[src/rtl/melody_sequencer.sv]
// Melody sequencer: steps a per-song note ROM and drives a square-wave
// speaker with per-note durations, articulation gaps, pause and song change.
module melody_sequencer #(
  parameter int unsigned CLK_HZ    = 100_000_000,
  parameter int unsigned TICK_CLKS = 12_500_000,
  parameter int unsigned GAP_CLKS  = 1_250_000,
  parameter int unsigned SONG_LEN  = 32
) (
  input  logic       clk,
  input  logic       reset_p,
  input  logic       play_stop,
  input  logic [4:0] song_sel,
  output logic       speaker,
  output logic       busy,
  output logic [4:0] note_idx,
  output logic       song_done
);

  typedef enum logic [1:0] {
    IDLE,
    LOAD,
    PLAY,
    PAUSE
  } state_t;

  localparam logic [3:0] NOTE_REST = 4'd0;
  localparam logic [3:0] NOTE_END  = 4'd15;

  state_t      state_q, state_d;
  logic [4:0]  idx_q, idx_d;
  logic [31:0] dur_q, dur_d;
  logic [31:0] tcnt_q, tcnt_d;
  logic [31:0] half_q, half_d;
  logic [3:0]  note_q, note_d;
  logic        tone_q, tone_d;
  logic        spk_q, spk_d;
  logic        done_q, done_d;
  logic [4:0]  sel_q;

  logic [2:0]  song;
  logic [6:0]  entry;
  logic [3:0]  ent_note;
  logic [2:0]  ent_dur;
  logic [2:0]  dur_eff;
  logic [4:0]  idx_inc;

  function automatic logic [6:0] rom(
    input logic [2:0] s,
    input logic [4:0] i
  );
    rom = {NOTE_END, 3'd0};
    case (s)
      3'd0: case (i)
        5'd0:  rom = {4'd3, 3'd1};
        5'd1:  rom = {4'd3, 3'd1};
        5'd2:  rom = {4'd3, 3'd2};
        5'd3:  rom = {4'd3, 3'd1};
        5'd4:  rom = {4'd3, 3'd1};
        5'd5:  rom = {4'd3, 3'd2};
        5'd6:  rom = {4'd3, 3'd1};
        5'd7:  rom = {4'd5, 3'd1};
        5'd8:  rom = {4'd1, 3'd1};
        5'd9:  rom = {4'd2, 3'd1};
        5'd10: rom = {4'd3, 3'd4};
        default: rom = {NOTE_END, 3'd0};
      endcase
      3'd1: case (i)
        5'd0:  rom = {4'd8, 3'd2};
        5'd1:  rom = {4'd10, 3'd2};
        5'd2:  rom = {4'd12, 3'd2};
        5'd3:  rom = {4'd8, 3'd1};
        5'd4:  rom = {NOTE_REST, 3'd1};
        default: rom = {NOTE_END, 3'd0};
      endcase
      3'd2: case (i)
        5'd0:  rom = {4'd6, 3'd1};
        5'd1:  rom = {4'd7, 3'd1};
        5'd2:  rom = {4'd8, 3'd2};
        default: rom = {NOTE_END, 3'd0};
      endcase
      3'd3: case (i)
        5'd0:  rom = {4'd5, 3'd3};
        5'd1:  rom = {4'd4, 3'd1};
        5'd2:  rom = {NOTE_REST, 3'd0};
        5'd3:  rom = {4'd3, 3'd2};
        default: rom = {NOTE_END, 3'd0};
      endcase
      3'd4: case (i)
        5'd0:  rom = {4'd9, 3'd2};
        5'd1:  rom = {4'd8, 3'd2};
        5'd2:  rom = {4'd7, 3'd4};
        default: rom = {NOTE_END, 3'd0};
      endcase
      default: rom = {NOTE_END, 3'd0};
    endcase
  endfunction

  function automatic logic [31:0] half_of(input logic [3:0] n);
    case (n)
      4'd1:  half_of = 32'(CLK_HZ / (2 * 262));
      4'd2:  half_of = 32'(CLK_HZ / (2 * 294));
      4'd3:  half_of = 32'(CLK_HZ / (2 * 330));
      4'd4:  half_of = 32'(CLK_HZ / (2 * 349));
      4'd5:  half_of = 32'(CLK_HZ / (2 * 392));
      4'd6:  half_of = 32'(CLK_HZ / (2 * 440));
      4'd7:  half_of = 32'(CLK_HZ / (2 * 494));
      4'd8:  half_of = 32'(CLK_HZ / (2 * 523));
      4'd9:  half_of = 32'(CLK_HZ / (2 * 587));
      4'd10: half_of = 32'(CLK_HZ / (2 * 659));
      4'd11: half_of = 32'(CLK_HZ / (2 * 698));
      4'd12: half_of = 32'(CLK_HZ / (2 * 784));
      4'd13: half_of = 32'(CLK_HZ / (2 * 880));
      4'd14: half_of = 32'(CLK_HZ / (2 * 988));
      default: half_of = 32'd1;
    endcase
  endfunction

  // Lowest set bit wins when several songs are selected
  always_comb begin
    song = 3'd0;
    priority case (1'b1)
      sel_q[0]: song = 3'd0;
      sel_q[1]: song = 3'd1;
      sel_q[2]: song = 3'd2;
      sel_q[3]: song = 3'd3;
      sel_q[4]: song = 3'd4;
      default:  song = 3'd0;
    endcase
  end

  assign entry    = rom(song, idx_q);
  assign ent_note = entry[6:3];
  assign ent_dur  = entry[2:0];
  assign dur_eff  = (ent_dur == 3'd0) ? 3'd1 : ent_dur;
  assign idx_inc  = (idx_q == 5'(SONG_LEN - 1)) ? 5'd0 : idx_q + 5'd1;

  always_comb begin
    state_d = state_q;
    idx_d   = idx_q;
    dur_d   = dur_q;
    tcnt_d  = tcnt_q;
    half_d  = half_q;
    note_d  = note_q;
    tone_d  = tone_q;
    spk_d   = 1'b0;
    done_d  = 1'b0;
    unique case (state_q)
      IDLE: begin
        idx_d = 5'd0;
        if (play_stop && song_sel != 5'd0) begin
          state_d = LOAD;
        end
      end
      LOAD: begin
        if (ent_note == NOTE_END) begin
          done_d = 1'b1;
          idx_d  = 5'd0;
        end else begin
          dur_d   = 32'(dur_eff) * 32'(TICK_CLKS);
          tcnt_d  = 32'd0;
          tone_d  = 1'b0;
          note_d  = ent_note;
          half_d  = half_of(ent_note);
          state_d = PLAY;
        end
      end
      PLAY: begin
        dur_d = dur_q - 32'd1;
        if (tcnt_q >= half_q - 32'd1) begin
          tone_d = ~tone_q;
          tcnt_d = 32'd0;
        end else begin
          tcnt_d = tcnt_q + 32'd1;
        end
        spk_d = tone_d && (note_q != NOTE_REST) &&
                (dur_d > 32'(GAP_CLKS));
        if (dur_q <= 32'd1) begin
          idx_d   = idx_inc;
          spk_d   = 1'b0;
          state_d = LOAD;
        end else if (!play_stop) begin
          spk_d   = 1'b0;
          tone_d  = 1'b0;
          state_d = PAUSE;
        end
      end
      PAUSE: begin
        if (play_stop) begin
          state_d = PLAY;
        end
      end
    endcase
    // Song change or deselect overrides whatever the state wanted
    if (state_q != IDLE) begin
      if (song_sel == 5'd0) begin
        state_d = IDLE;
        idx_d   = 5'd0;
        spk_d   = 1'b0;
        tone_d  = 1'b0;
        done_d  = 1'b0;
      end else if (song_sel != sel_q) begin
        state_d = play_stop ? LOAD : IDLE;
        idx_d   = 5'd0;
        spk_d   = 1'b0;
        tone_d  = 1'b0;
        done_d  = 1'b0;
      end
    end
  end

  always_ff @(posedge clk or posedge reset_p) begin
    if (reset_p) begin
      state_q <= IDLE;
      idx_q   <= 5'd0;
      dur_q   <= 32'd0;
      tcnt_q  <= 32'd0;
      half_q  <= 32'd1;
      note_q  <= NOTE_REST;
      tone_q  <= 1'b0;
      spk_q   <= 1'b0;
      done_q  <= 1'b0;
      sel_q   <= 5'd0;
    end else begin
      state_q <= state_d;
      idx_q   <= idx_d;
      dur_q   <= dur_d;
      tcnt_q  <= tcnt_d;
      half_q  <= half_d;
      note_q  <= note_d;
      tone_q  <= tone_d;
      spk_q   <= spk_d;
      done_q  <= done_d;
      sel_q   <= song_sel;
    end
  end

  assign speaker   = spk_q;
  assign busy      = (state_q == PLAY);
  assign note_idx  = idx_q;
  assign song_done = done_q;

endmodule
[config.mk]
export PLATFORM = sky130hd
export DESIGN_NAME = melody_sequencer
export DESIGN_NICKNAME = d
export VERILOG_FILES = /design/src/rtl/melody_sequencer.sv
export SDC_FILE = /design/constraint.sdc
export NUM_CORES = 1
export LEC_CHECK = 0
export BUFFER_PORTS_ARGS = -buffer_cell sky130_fd_sc_hd__buf_2
export CORE_MARGIN = 2
export CORE_UTILIZATION = 55
export DETAILED_ROUTE_END_ITERATION = 8
export PLACE_DENSITY = 0.71
export SLEW_MARGIN = 40
export SYNTH_ARGS = -nofsm -noshare
export SYNTH_HDL_FRONTEND = slang
export SYNTH_SLANG_ARGS = --single-unit
export TNS_END_PERCENT = 30
[constraint.sdc]
create_clock -name clk -period 10.8 [get_ports clk]
set_clock_uncertainty 0.2 [all_clocks]
set_input_delay 2.7 -clock clk [delete_from_list [all_inputs] [get_ports clk]]
set_output_delay 2.7 -clock clk [all_outputs]
set_load 0.01 [all_outputs]
Word-level counts from Yosys, hierarchy flattened:

Memories as Yosys holds them, arrays and structs flattened. A register that Yosys moved wholly into a read port is not among the register bits.
Cells that the tools add are included.

* bits in registers: 115
* ROM bits: 400
* input bits: 8
* memories: 2

Memories
* (name not given): words 16, bits a word 18, rd ports 1, clocked after memory_dff 1, wr ports 0, line 99 `case (n)`
* (name not given): words 16, bits a word 7, rd ports 1, clocked after memory_dff 0, wr ports 0, line 53 `3'd0: case (i)`

* $add $sub $neg: 4
* multiply operators: 1
* magnitude comparators: 3
* equal/unequal tests: 15
* mux-type cells: 54
* bitwise logic cells: 2
* reduce and logical (&&, ||, !) cells: 14

Operator list (number)
* 32-bit case mux with 2 select lines: 2
* 32-bit 2-to-1 mux: 3
* 7-bit case mux with 5 select lines: 2
* 32-bit by 1-bit subtractor with 32-bit output (second input constant): 2
* 7-bit case mux with 3 select lines: 2
* 32-bit by 1-bit adder with 32-bit output (second input constant): 1
* 32-bit >= comparator: 1
* 32-bit by 21-bit greater-than comparator with 1-bit output (second input constant): 1
* 32-bit by 1-bit less-or-equal comparator with 1-bit output (second input constant): 1
* 5-bit 2-to-1 mux: 6
* 7-bit case mux with 4 select lines: 1
* 3-bit by 19-bit multiplier with 22-bit output (second input constant): 1
* 1-bit 2-to-1 mux: 20
* 3-bit 2-to-1 mux: 6
* 2-bit 2-to-1 mux: 8
* 5-bit case mux with 3 select lines: 1
* 5-bit by 2-bit equality test with 1-bit output (second input constant): 2
* 5-bit zero test: 2
* 2-bit case mux with 4 select lines: 1
* 7-bit 2-to-1 mux: 1
* 3-bit by 2-bit equality test with 1-bit output (second input constant): 2
* 3-bit zero test: 2
* 5-bit by 1-bit adder with 5-bit output (second input constant): 1
* 5-bit by 1-bit equality test with 1-bit output (second input constant): 1
* 17 further kinds: 23

Depth between registers and ports, before layout:

Gate-level depths: netlist of the first run.

* word-level depth: 13
* depth in mapped cells: 22
* gate-level depth less buffers: 20

Least setup slack after synthesis of the first run:

OpenSTA, ideal clock, no wires.

* path type: register to register
* start point: register idx_q[0], in the netlist note_idx[0]
* end point: register dur_q[25]
* setup time: 0.082 ns
* data arrival time: 4.169 ns
* slack: 6.349 ns
* stages on the path, launching flop included: 21
* buffers on the path: 2
* period minus slack after synthesis: 4.451 ns
* cell sequence: dfrtp_1 -> inv_1 -> ha_1 -> buf_2 -> nor4b_1 -> and3_1 -> or2_2 -> clkbuf_1 -> o21ai_0 -> ha_1 -> ha_1 -> inv_1 -> fa_1 -> a21bo_2 -> a21o_1 -> a21oi_1 -> or2_2 -> nand2b_1 -> a221o_1 -> o32a_1 -> o22ai_1

* longest elaborated chain between the ends: 8
* elaborated cells between the ends (all ways): 20

Ends and longest elaborated chain
* from (decl): line 30 `logic [4:0] idx_q, idx_d;`
* from (signal assigned): line 225 `idx_q <= idx_d;`
* memory read 16 x 7 bit, or another cell as far along
* 7-bit 2-to-1 mux, or another cell as far along: line 53
* 7-bit case mux with 5 select lines *: line 52 `case (s)`
* 3-bit zero test: line 134 `assign dur_eff = (ent_dur == 3'd0) ? 3'd1 : ent_dur;`
* 3-bit 2-to-1 mux: line 134
* 3-bit by 19-bit multiplier with 22-bit output: line 159 `dur_d = 32'(dur_eff) * 32'(TICK_CLKS);`
* 32-bit 2-to-1 mux: line 155 `if (ent_note == NOTE_END) begin`
* 32-bit case mux with 2 select lines: line 147 `unique case (state_q)`
* to (signal assigned): line 226 `dur_q <= dur_d;`
* to (decl): line 31 `logic [31:0] dur_q, dur_d;`

Mark *: on every way between the ends. The rest lies on a longest branch, timed or not. The select of a mux whose other input is x is not followed.
A chain may end at the register's enable or synchronous reset.

Final worst setup path of the first run:

* start point: register idx_q[0], in the netlist note_idx[0]
* end point: register dur_q[27]

* longest elaborated chain between the ends: 6
* elaborated cells between the ends (all ways): 15

Ends and longest elaborated chain
* memory read 16 x 7 bit, or another cell as far along
* 7-bit 2-to-1 mux, or another cell as far along: line 53
* 7-bit case mux with 5 select lines *: line 52
* via entry[4]: line 41 `logic [6:0] entry;`
* 4-bit equality test *: line 155
* 2-bit inequality test (no line) *
* 2-bit AND reduction (no line) *

Mark *: on every way through the listed nets, which the timed path passes. The rest lies on a longest branch.

==> results by group, run 1 <==
Status
  – Result of the run: complete, no violations

Detailed routing
  – Post-DR wirelength/cell: 17.7 µm
  – Remaining design rule violation count: 0
  – Number of vias in the routed layout: 7419
  – Post-detailed-route count of antenna-violating nets: 0
  – Total wirelength of the detailed-routed design: 20900 µm
  – Iteration count of the initial detailed-routing pass: 5
  – Via/cell ratio: roughly 6.3
  – DRT iter0 DRCs: 655

Yosys
  – Syn Area/Cell: 8.27 µm²
  – Most used flip-flop cell after synthesis: sky130_fd_sc_hd__dfrtp_1
  – Post-synthesis cell count: approximately 1000
  – Post-synth ARST share: 1.00
  – Yosys warns: 0
  – Count of flip-flops with a built-in enable after synthesis: 0
  – Proportion of synthesized chip area in sequential cells: 0.303
  – Flops & latches, synth: 101
  – Number of distinct standard cells referenced by the synthesized netlist: 85
  – Post-synth design cell area: 8340 µm²
  – Number of nets in the synthesized netlist: 1084

Pwr
  – Peak ir drop on the vdd network: roughly 84 µV
  – Leakage power summed over all cells: 0.00372 µW
  – Power Dens Cells: roughly 150 nW/µm²

Setup path
  – CP Max Fanout: 23
  – Worst Path Class, Setup: reg -> reg
  – Required @ worst endpoint: approximately 11000 ps
  – Critical path endpoint category: register
  – Worst endpoint data arrival time: 5040 ps
  – Crit start category: register

Timing
  – Pins over their slew limit: 0
  – Highest achievable clock rate: approximately 200 MHz
  – Final setup violation count: 0
  – Share of the clock period used by the worst path: 0.462
  – Sum of negative setup slack: 0 ps
  – Unrepaired setup endpoints after global routing: false
  – Hold violation total from the final report: 0
  – Worst slew slack as a fraction of its limit: 0.443
  – Tightest Pin Transition: 829 ps
  – Clock period minus final worst setup slack: 4990 ps

Final layout
  – Layout net count: 1063
  – Area Overhead vs Synth: 5.88%
  – Number of diodes: 0
  – Post-route core utilization: 0.587
  – Ratio of cells with drive above 1 in the final layout: 0.0948

GRT
  – Maximum number of pins on one net before global-route repair: 75
  – Antenna violations before repair: 0
  – Congestion Overflow GR: 0
  – Aggregate global-route resource usage: 0.261
  – Global-route wire length before repair: 34400 µm
  – Vias in the first global route: 6797

Placement
  – HPWL Detailed: between 10000 and 15000 µm
  – Placer's final routability congestion estimate: 0.949
  – Quantity of I/O buffers inserted on ports: 15

Min path
  – Worst hold-check path type: reg -> reg

Clocking
  – Number of setup buffers added after CTS: 0
  – TritonCTS clock tree: built
  – Number of clock sinks seen by CTS: 101
  – Number of buffers inserted during clock tree synthesis: 9
  – Source-to-sink clock delay at the later pin of the worst-skew pair: roughly 360 ps
  – Clock-pin slew on the worst setup and hold paths: 80 ps
  – Buffer type at the clock tree root: sky130_fd_sc_hd__clkbuf_16
  – # resized after CTS: 0
  – Hold buffer count at cts: 0
  – Maximum level of the CTS H-tree: 3
  – Maximum buffer depth of the clock tree: 2

Die
  – Number of rows in the core area: 45
  – Width of the die: 127 µm
  – Starting density of the core: 0.555
  – CORE AREA: 15000 µm²
  – Count of boundary I/O pins: 16
  – Die footprint: 16200 µm²
  – Vert. Die Dim: 127 µm

Run
  – Max-capacitance violation count: 0
-- cell type report --
cell class | count | area, µm²
clock buffers | 9 | 225
clock inverters | 7 | 121
fillers | 1365 | 6200
inverters | 38 | 145
multi-input cells | 812 | 5420
flip-flops and latches | 101 | 2530
well taps | 188 | 235
repair buffers | 25 | 154
-- metal layers --
layer | vias up | global-route usage | wire length, µm
met4 | 0 | 0.0782 | 395
li1 | 3629 | - | -
met2 | 209 | 0.403 | 9510
met5 | - | 0 | 0
met1 | 3554 | 0.383 | 10000
met3 | 27 | 0.0377 | 993
-- registers in the layout (all words and copies together), names as in the netlist --
signal / cells
note_idx: 5
dur_q: 32
song_done: 1
tcnt_q: 32
sel_q: 5
speaker: 1
half_q: 18
state_q: 2
tone_q: 1
note_q: 4
-- cell families (layout without fill, tap and decap cells) --
family / count (synthesis) / after routing / synth area share
AND/OR/NAND/NOR: 400 / 400 / 0.244
AO/OA/AOI/OAI: 272 / 272 / 0.223
flip-flops: 101 / 101 / 0.303
buffers and inverters: 95 / 79 / 0.0498
adder cells (fa/ha/maj): 68 / 68 / 0.103
XOR/XNOR: 63 / 63 / 0.0662
multiplexers: 9 / 9 / 0.0113
-- Yosys cell counts (4+ instances only) --
| cell type | instances | share of area |
|---|---|---|
| sky130_fd_sc_hd__nor2_1 | 106 | 0.048 |
| sky130_fd_sc_hd__nand2_1 | 101 | 0.045 |
| sky130_fd_sc_hd__dfrtp_1 | 100 | 0.30 |
| sky130_fd_sc_hd__ha_1 | 67 | 0.10 |
| sky130_fd_sc_hd__o21ai_0 | 63 | 0.038 |
| sky130_fd_sc_hd__a21oi_1 | 56 | 0.034 |
| sky130_fd_sc_hd__inv_1 | 37 | 0.017 |
| sky130_fd_sc_hd__nand3_1 | 35 | 0.021 |
| sky130_fd_sc_hd__xor2_1 | 33 | 0.035 |
| sky130_fd_sc_hd__xnor2_1 | 30 | 0.032 |
| sky130_fd_sc_hd__clkbuf_1 | 27 | 0.012 |
| sky130_fd_sc_hd__buf_2 | 25 | 0.015 |
| sky130_fd_sc_hd__nand4_1 | 24 | 0.018 |
| sky130_fd_sc_hd__nor3_1 | 20 | 0.012 |
| sky130_fd_sc_hd__or2_2 | 18 | 0.014 |
| sky130_fd_sc_hd__a21o_1 | 16 | 0.014 |
| sky130_fd_sc_hd__nor4_1 | 14 | 0.011 |
| sky130_fd_sc_hd__and3_1 | 13 | 0.0098 |
| sky130_fd_sc_hd__o22ai_1 | 13 | 0.0098 |
| sky130_fd_sc_hd__o31ai_1 | 12 | 0.011 |
| sky130_fd_sc_hd__a2bb2oi_1 | 11 | 0.012 |
| sky130_fd_sc_hd__o21a_1 | 11 | 0.0099 |
| sky130_fd_sc_hd__a31oi_1 | 9 | 0.0068 |
| sky130_fd_sc_hd__nand3b_1 | 9 | 0.0081 |
| sky130_fd_sc_hd__a22o_1 | 8 | 0.0084 |
| sky130_fd_sc_hd__nand2b_1 | 8 | 0.0060 |
| sky130_fd_sc_hd__nor2b_1 | 8 | 0.0060 |
| sky130_fd_sc_hd__or3_1 | 7 | 0.0053 |
| sky130_fd_sc_hd__mux2i_1 | 6 | 0.0072 |
| sky130_fd_sc_hd__a211oi_1 | 5 | 0.0045 |
| sky130_fd_sc_hd__a221oi_1 | 5 | 0.0053 |
| sky130_fd_sc_hd__and2_1 | 5 | 0.0038 |
| sky130_fd_sc_hd__nor4_2 | 5 | 0.0075 |
| sky130_fd_sc_hd__o21bai_1 | 5 | 0.0045 |
| sky130_fd_sc_hd__o22a_1 | 5 | 0.0053 |
| sky130_fd_sc_hd__o41ai_1 | 5 | 0.0053 |
| sky130_fd_sc_hd__or4_1 | 5 | 0.0045 |
| sky130_fd_sc_hd__and4_1 | 4 | 0.0042 |
| sky130_fd_sc_hd__o2111ai_1 | 4 | 0.0042 |
| sky130_fd_sc_hd__o211ai_1 | 4 | 0.0036 |
-- power by group --
| group | switching, µW | leakage, µW | internal (µW) | total, µW |
|---|---|---|---|---|
| sequential | 94.8 | 0.00129 | 436 | 531 |
| clock | 155 | 0.000158 | 228 | 382 |
| combinational | 220 | 0.00227 | 156 | 376 |
| total | 470 | 0.00372 | 820 | 1290 |
-- metrics by stage --
step           hold slack [ps]  worst slack (ps)  instances  instance area, µm²  power [µW]
2_1_floorplan              250              5250       1008                8340         811
3_3_place_gp               274              5560       1164                8470         898
3_5_place_dp               285              5890       1164                8480         906
4_1_cts                    305              5870       1180                8830        1290
5_1_grt                    323              5380       1180                8830        1360
6_report                   305              5810       1180                8830        1290
-- worst paths after layout --
path                                   from    endpoint  slack [ps]  cells past startpoint
worst min register to register    note_q[0]   note_q[0]         300                      2
worst max-delay path            note_idx[0]   dur_q[27]        5810                     14
worst min-delay path              note_q[0]   note_q[0]         300                      2
worst max register to register  note_idx[0]   dur_q[27]        5810                     14
min in group asynchronous           reset_p    dur_q[4]        2130                      2
max in group asynchronous           reset_p  half_q[17]        7250                      3
-- critical path: stages, from the launching register on --
cell                        delay (ps)
sky130_fd_sc_hd__dfrtp_1           470
sky130_fd_sc_hd__inv_1             130
sky130_fd_sc_hd__ha_1              300
sky130_fd_sc_hd__or2_2             380
sky130_fd_sc_hd__o21a_1            240
sky130_fd_sc_hd__a32oi_1           440
sky130_fd_sc_hd__a2111oi_2          90
sky130_fd_sc_hd__buf_4             210
sky130_fd_sc_hd__inv_1             170
sky130_fd_sc_hd__ha_1              470
sky130_fd_sc_hd__nand2_1           260
sky130_fd_sc_hd__o21ai_2           600
sky130_fd_sc_hd__buf_4             420
sky130_fd_sc_hd__nor2_1            160
sky130_fd_sc_hd__a32o_1            320
-- cell usage in the layout, fill, tap and decap left out, types with 11 or more instances in the layout --
cell / synthesis / final
sky130_fd_sc_hd__o31ai_1: 12 / 12
sky130_fd_sc_hd__or2_2: 18 / 18
sky130_fd_sc_hd__nor2_1: 106 / 105
sky130_fd_sc_hd__and3_1: 13 / 13
sky130_fd_sc_hd__nand2_1: 101 / 101
sky130_fd_sc_hd__a21o_1: 16 / 16
sky130_fd_sc_hd__o21a_1: 11 / 11
sky130_fd_sc_hd__xnor2_1: 30 / 30
sky130_fd_sc_hd__buf_2: 25 / 15
sky130_fd_sc_hd__a2bb2oi_1: 11 / 11
sky130_fd_sc_hd__a21oi_1: 56 / 55
sky130_fd_sc_hd__o22ai_1: 13 / 13
sky130_fd_sc_hd__nor4_1: 14 / 12
sky130_fd_sc_hd__nor3_1: 20 / 20
sky130_fd_sc_hd__o21ai_0: 63 / 63
sky130_fd_sc_hd__nand4_1: 24 / 24
sky130_fd_sc_hd__nand3_1: 35 / 35
sky130_fd_sc_hd__xor2_1: 33 / 33
sky130_fd_sc_hd__ha_1: 67 / 66
sky130_fd_sc_hd__inv_1: 37 / 36
sky130_fd_sc_hd__dfrtp_1: 100 / 100
(Power assumes the default switching activity.)
==> run 2: changes to the inputs <==
Settings changed: ABC_AREA from default to 1.
Clock period 10.8 ns to 4.6 ns, I/O delays scaled along.
==> results by group, run 2 <==
Yosys
  – Proportion of synthesized chip area in sequential cells: 0.290
  – Post-synthesis cell count: between 1000 and 1500
  – Basic-gate share of the synthesized area counting and, or, nand and nor cells: 0.354
  – Number of nets in the synthesized netlist: roughly 1400
  – Yosys warns: 0
  – Area fraction in compound gates after synthesis: 0.102
  – Flops & latches, synth: slightly above 100
  – Count of flip-flops with a built-in enable after synthesis: 0
  – Share of synthesized area spent on multiplexers: 0
  – Top cell types by occurrence after synthesis: sky130_fd_sc_hd__nand2_1 (303), sky130_fd_sc_hd__nor2_1 (183), sky130_fd_sc_hd__inv_1 (150)
  – Dominant cell type by area after synthesis: sky130_fd_sc_hd__dfrtp_1
  – Area contributors post-synth: sky130_fd_sc_hd__dfrtp_1 (29%), sky130_fd_sc_hd__nand2_1 (13%), sky130_fd_sc_hd__ha_1 (9.6%)
  – Post-synth design cell area: 8720 µm²
  – Post-synth ARST share: 1.00
  – Share of the synthesized area in the top cell type: 0.287
  – Syn Area/Cell: around 6.8 µm²
  – Number of distinct standard cells referenced by the synthesized netlist: 48
  – Synthesized-area fraction occupied by adder cells: 0.0984
  – Combinational family with the most area after synthesis: simple AND/OR/NAND/NOR gates
  – Most used flip-flop cell after synthesis: sky130_fd_sc_hd__dfrtp_1
  – Post-synthesis xor/xnor area fraction: 0.0663
  – Library cell with the highest instance count after synthesis: sky130_fd_sc_hd__nand2_1

Die
  – Die footprint: 16900 µm²
  – Width of the die: 130 µm
  – Vert. Die Dim: 130 µm
  – Count of boundary I/O pins: 16
  – Starting density of the core: 0.555
  – CORE AREA: 15700 µm²
  – Number of rows in the core area: 46

Clocking
  – Hold buffer count at cts: 0
  – Buffer type at the clock tree root: sky130_fd_sc_hd__clkbuf_16
  – Source-to-sink clock delay at the later pin of the worst-skew pair: between 300 and 400 ps
  – Clock-pin slew on the worst setup and hold paths: 80 ps
  – Number of buffers inserted during clock tree synthesis: 9
  – TritonCTS clock tree: built
  – Maximum level of the CTS H-tree: 3
  – Maximum buffer depth of the clock tree: 2
  – Number of clock sinks seen by CTS: 101

Setup path
  – Critical path endpoint category: register
  – CP Max Fanout: 16
  – Cell with the largest stage delay on the worst path: sky130_fd_sc_hd__dfrtp_1
  – Peak per-stage delay on the critical path: about 430 ps
  – Worst Path Class, Setup: reg -> reg
  – Source of the critical timing path: half_q[2]
  – Worst endpoint data arrival time: between 4000 and 5000 ps
  – Crit start category: register
  – Count of cells along the worst register-to-register path: 23
  – Critical Path Sink: tcnt_q[22]
  – CP most frequent cell: sky130_fd_sc_hd__nand2_1
  – Required @ worst endpoint: 4670 ps
  – Register-to-register setup slack: 490 ps
  – Worst flop-to-flop path endpoint: tcnt_q[22]
  – Crit Reg-Reg Startpoint: half_q[2]
  – Crit-path cells: nor2_1 -> nand2_1 -> nor3_2 -> nand2_1 -> nor2_1 -> nand3_1 -> nor3_2 -> nand2_1 -> nor3_4 -> buf_4 -> buf_4 -> xor2_1 -> ha_1 -> a21oi_1 -> o21ai_0 -> nand2_1 -> o211ai_1 -> a31oi_1 -> nand3_1 -> nor2_1 -> nor2_4 -> buf_12 -> nor3b_1

Timing
  – Share of the clock period used by the worst path: 0.892
  – Hold violation total from the final report: 0
  – WHS: 289 ps
  – Unrepaired setup endpoints after global routing: false
  – Setup slack of the critical path after layout: 495 ps
  – Highest achievable clock rate: 244 MHz
  – Tightest Pin Transition: 814 ps
  – Sum of negative setup slack: 0 ps
  – Final setup violation count: 0
  – Worst slew slack as a fraction of its limit: 0.457
  – Pins over their slew limit: 0
  – Clock period minus final worst setup slack: a little over 4000 ps

Min path
  – WHS Path Cells: 2
  – Worst hold-check path type: reg -> reg

Placement
  – Quantity of I/O buffers inserted on ports: 15
  – HPWL Detailed: 16700 µm
  – Worst slack after detailed placement: 315 ps
  – Placer's final routability congestion estimate: 0.985

Run
  – Max-capacitance violation count: 0

Detailed routing
  – Routed length on met3: 1040 µm
  – Remaining design rule violation count: 0
  – Wire length on met1: between 10000 and 15000 µm
  – Total wirelength of the detailed-routed design: 22000 µm
  – Iteration count of the initial detailed-routing pass: 6
  – Post-detailed-route count of antenna-violating nets: 0
  – Via/cell ratio: 5.39
  – Number of vias in the routed layout: 8124
  – DRT iter0 DRCs: 745
  – Uppermost signal routing layer after detailed routing: met4
  – Post-DR wirelength/cell: 14.6 µm
  – Length of routed met2 wiring: 9660 µm

Final layout
  – Highest-count cells in the layout ignoring fill and taps: sky130_fd_sc_hd__nand2_1 (303), sky130_fd_sc_hd__nor2_1 (183), sky130_fd_sc_hd__inv_1 (149)
  – Most common cell after layout, fill and taps aside: sky130_fd_sc_hd__nand2_1
  – Top Registers: dur_q (32), tcnt_q (32), half_q (18)
  – Number of diodes: 0
  – Post-route core utilization: 0.595
  – Ratio of cells with drive above 1 in the final layout: 0.0805
  – # fillers: 1503
  – Area Overhead vs Synth: 7.21%
  – Layout net count: about 1400

Status
  – Result of the run: complete, no violations

GRT
  – Vias in the first global route: ~7500
  – Global-route wire length before repair: 36600 µm
  – Congestion Overflow GR: 0
  – Antenna violations before repair: 0
  – Maximum number of pins on one net before global-route repair: 102
  – Aggregate global-route resource usage: 0.270

Pwr
  – Peak ir drop on the vdd network: 241 µV
  – Power Dens Cells: about 300 nW/µm²
  – Leakage power summed over all cells: roughly 0.0045 µW
-- run 2: cell count changes after synthesis, moves of 21 or more --
cell                      change
sky130_fd_sc_hd__nor2_1      +77
sky130_fd_sc_hd__inv_1      +113
sky130_fd_sc_hd__nand3_1     +45
sky130_fd_sc_hd__nand2_1    +202
sky130_fd_sc_hd__xor2_1      +21
-- run 2: layout make-up --
type	count	area, µm²	share of cell area
clock inverters	7	65.1	0.00696
multi-input cells	981	5440	0.582
clock buffers	9	225	0.0241
well taps	216	270	0.0289
inverters	167	629	0.0673
repair buffers	27	190	0.0203
flip-flops and latches	101	2530	0.270
-- run 2: timing repair --
action / in CTS / in global routing
endpoints found under the hold margin: 0 / 0
buffers inserted: 0 / 2
setup endpoints to repair: 0 / 27
gates resized for setup: 0 / 6
-- run 2: how the worst min path moves through the flow --
| stage | from | end | slack, ps |
|---|---|---|---|
| 6_report | half_q[9] | half_q[9] | 290 |
| 4_1_cts | half_q[9] | half_q[9] | 290 |
| 2_1_floorplan | note_q[3] | note_q[3] | 250 |
| 3_5_place_dp | note_q[3] | note_q[3] | 270 |
| 5_1_grt | note_q[0] | note_q[0] | 320 |
| 3_3_place_gp | note_q[0] | note_q[0] | 270 |
-- run 2: power breakdown --
part	switching, µW	total [µW]	internal [µW]
clock network	383	764	380
registers	126	1120	993
logic	613	921	308
total	1120	2800	1680
-- run 2: critical path: cells and delay by family, from the launching register on --
kind / cells / cell delay [ps]
and+or+nand+nor: 14 / 2040
buffers and inverters: 3 / 480
AOI/OAI and AO/OA: 4 / 470
DFF: 1 / 430
adders and majority gates: 1 / 260
xor gates and xnor gates: 1 / 140
-- run 2: kinds of logic (layout without fill, tap and decap cells) --
kind of cell,Yosys count,after routing
AO/OA/AOI/OAI,162,162
flip-flops,101,101
XOR/XNOR,66,66
adder cells (fa/ha/maj),68,68
buffers and inverters,194,210
AND/OR/NAND/NOR,685,685
-- run 2: per-layer routing --
metal | track usage | up-vias
met5 | 0 | -
met4 | 0.0797 | 0
met3 | 0.0426 | 35
met2 | 0.417 | 199
met1 | 0.392 | 3711
li1 | - | 4179
-- run 2: stage by stage --
step	cells	total power, µW	cell area, µm²
floorplan	1276	1810	8720
global placement	1490	2030	9020
detailed placement	1490	2030	9020
CTS	1506	2810	9310
global route	1508	3000	9350
finish	1508	2800	9350
==> run 3: changes to the inputs <==
Settings changed: CORE_UTILIZATION 55 to 40, PLACE_DENSITY 0.71 to default.
==> results by group, run 3 (synthesis gave the netlist of run 2 again) <==
Pwr
  – Peak ir drop on the vdd network: 180 µV
  – Sw Ratio: 0.392
  – Power Dens Cells: 304 nW/µm²
  – Internal Power: 1740 µW
  – Leakage power summed over all cells: between 0.004 and 0.005 µW
  – Share of total power in the clock network: 0.285
  – Combinational cell fraction of total power: 0.325
  – Sequential share of power: 0.391
  – Net Switching: 1120 µW

Die
  – Starting density of the core: 0.403
  – Die footprint: 23000 µm²
  – Width of the die: 152 µm
  – Count of boundary I/O pins: 16
  – CORE AREA: ~22000 µm²
  – Vert. Die Dim: about 150 µm
  – Number of rows in the core area: 54

GRT
  – Congestion Overflow GR: 0
  – Grt met3 use: 0.0284
  – GRT busiest layer: met2
  – Maximum number of pins on one net before global-route repair: 102
  – Antenna violations before repair: 0
  – Aggregate global-route resource usage: 0.212
  – Routing usage on met1: 0.301
  – Vias in the first global route: 7882
  – Global-route wire length before repair: 39000 µm
  – Met2 routing resource usage after global routing: 0.344

Timing
  – Sum of negative setup slack: 0 ps
  – Clock period minus final worst setup slack: 4110 ps
  – Unrepaired setup endpoints after global routing: false
  – Highest achievable clock rate: 243 MHz
  – Share of the clock period used by the worst path: 0.894
  – Pins over their slew limit: 0
  – Final setup violation count: 0
  – Worst slew slack as a fraction of its limit: 0.586
  – Hold violation total from the final report: 0
  – Tightest Pin Transition: 619 ps

Setup path
  – Worst flop-to-flop path endpoint: dur_q[19]
  – Required @ worst endpoint: 4660 ps
  – Critical path endpoint category: register
  – Crit start category: register
  – Worst endpoint data arrival time: around 4200 ps
  – Worst Path Class, Setup: reg -> reg
  – Count of cells along the worst register-to-register path: 26
  – Crit Reg-Reg Startpoint: note_idx[0]
  – Source of the critical timing path: note_idx[0]
  – CP Max Fanout: 8
  – Critical Path Sink: dur_q[19]
  – Register-to-register setup slack: roughly 490 ps

Final layout
  – Highest-count cells in the layout ignoring fill and taps: sky130_fd_sc_hd__nand2_1 (303), sky130_fd_sc_hd__nor2_1 (181), sky130_fd_sc_hd__inv_1 (148)
  – Final non-filler cell total: 1570
  – Ratio of cells with drive above 1 in the final layout: 0.0791
  – Number of diodes: 0
  – Top Registers: dur_q (32), tcnt_q (32), half_q (18)
  – Layout net count: around 1400
  – Area Overhead vs Synth: 8.16%
  – Most common cell after layout, fill and taps aside: sky130_fd_sc_hd__nand2_1

Clocking
  – Number of buffers inserted during clock tree synthesis: 9
  – TritonCTS clock tree: built
  – Hold buffer count at cts: 0
  – Maximum level of the CTS H-tree: 3
  – Maximum buffer depth of the clock tree: 2
  – Number of clock sinks seen by CTS: 101
  – Buffer type at the clock tree root: sky130_fd_sc_hd__clkbuf_16
  – Source-to-sink clock delay at the later pin of the worst-skew pair: 370 ps
  – Clock-pin slew on the worst setup and hold paths: roughly 80 ps

Detailed routing
  – Remaining design rule violation count: 0
  – DRT iter0 DRCs: 646
  – Iteration count of the initial detailed-routing pass: 5
  – Via/cell ratio: ~5.2
  – Total wirelength of the detailed-routed design: 23200 µm
  – Post-DR wirelength/cell: 14.8 µm
  – Number of vias in the routed layout: 8221
  – Post-detailed-route count of antenna-violating nets: 0

Placement
  – Placed Cells: around 1600
  – HPWL Detailed: 17500 µm
  – Placer's final routability congestion estimate: a little over 0.9
  – Quantity of I/O buffers inserted on ports: 15

Status
  – Result of the run: complete, no violations

Run
  – Max-capacitance violation count: 0

Min path
  – Worst hold-check path type: reg -> reg
## run 3: area by class of cell
class	instances	area, µm²
clock buffers	11	243
clock inverters	5	60.1
fillers	2288	12200
inverters	167	629
multi-input cells	982	5460
flip-flops and latches	101	2530
well taps	280	350
repair buffers	24	168
## run 3: worst min path at each step
stage / startpoint / end / cells after the start
6_report: half_q[9] / half_q[9] / 2
5_1_grt: note_q[2] / note_q[2] / 2
4_1_cts: half_q[9] / half_q[9] / 2
3_5_place_dp: note_q[3] / note_q[3] / 2
3_3_place_gp: note_q[0] / note_q[0] / 2
2_1_floorplan: note_q[3] / note_q[3] / 2
## run 3: critical path: stages (launching register included)
cell and delay, ps:
sky130_fd_sc_hd__dfrtp_1 480, sky130_fd_sc_hd__inv_1 170, sky130_fd_sc_hd__ha_1 160, sky130_fd_sc_hd__inv_1 40, sky130_fd_sc_hd__nor2_2 200, sky130_fd_sc_hd__nand2_4 110, sky130_fd_sc_hd__nand2_4 100, sky130_fd_sc_hd__nand2_1 50
sky130_fd_sc_hd__nand2_1 70, sky130_fd_sc_hd__inv_1 40, sky130_fd_sc_hd__nand3_2 150, sky130_fd_sc_hd__xor2_1 160, sky130_fd_sc_hd__inv_1 80, sky130_fd_sc_hd__ha_1 190, sky130_fd_sc_hd__nor2_2 160, sky130_fd_sc_hd__inv_1 80
sky130_fd_sc_hd__ha_1 380, sky130_fd_sc_hd__a21oi_1 220, sky130_fd_sc_hd__inv_1 80, sky130_fd_sc_hd__a21oi_1 230, sky130_fd_sc_hd__o21ai_2 140, sky130_fd_sc_hd__nand3_1 110, sky130_fd_sc_hd__nand2_1 90, sky130_fd_sc_hd__nand3_1 80
sky130_fd_sc_hd__nand2_1 60, sky130_fd_sc_hd__o21ai_1 110, sky130_fd_sc_hd__inv_1 50
## run 3: timing repair
action / 4_1_cts / 5_1_grt
setup buffers: 0 / 1
hold endpoints to repair: 0 / 0
gates resized for setup: 0 / 9
endpoints found under the setup margin: 0 / 33
## run 3: power by group through the flow
stage / sequential [µW] / clock [µW] / combinational (µW)
floorplan: 1090 / 0 / 721
global placement: 1130 / 0 / 907
detailed placement: 1130 / 0 / 912
CTS: 1120 / 832 / 919
global route: 1140 / 867 / 1070
finish: 1120 / 815 / 930
## run 3: stage by stage
| stage | util | hold slack [ps] | worst slack (ps) | power, µW | instance area, µm² |
|---|---|---|---|---|---|
| after detailed placement | 0.420 | 271 | 216 | 2050 | 9070 |
| after CTS | 0.434 | 293 | 195 | 2870 | 9370 |
| final | 0.436 | 288 | 487 | 2860 | 9440 |
| after floorplan | - | 251 | 605 | 1810 | 8720 |
| after global placement | 0.420 | 266 | 183 | 2040 | 9070 |
| after global routing | 0.436 | 319 | 28.7 | 3080 | 9440 |
## run 3: layer usage
metal | share of wire | wire length [µm] | up-vias
met5 | 0 | 0 | -
met4 | 0.014 | 325 | 0
met3 | 0.041 | 959 | 22
met2 | 0.46 | 10700 | 172
met1 | 0.49 | 11300 | 3860
li1 | - | - | 4167
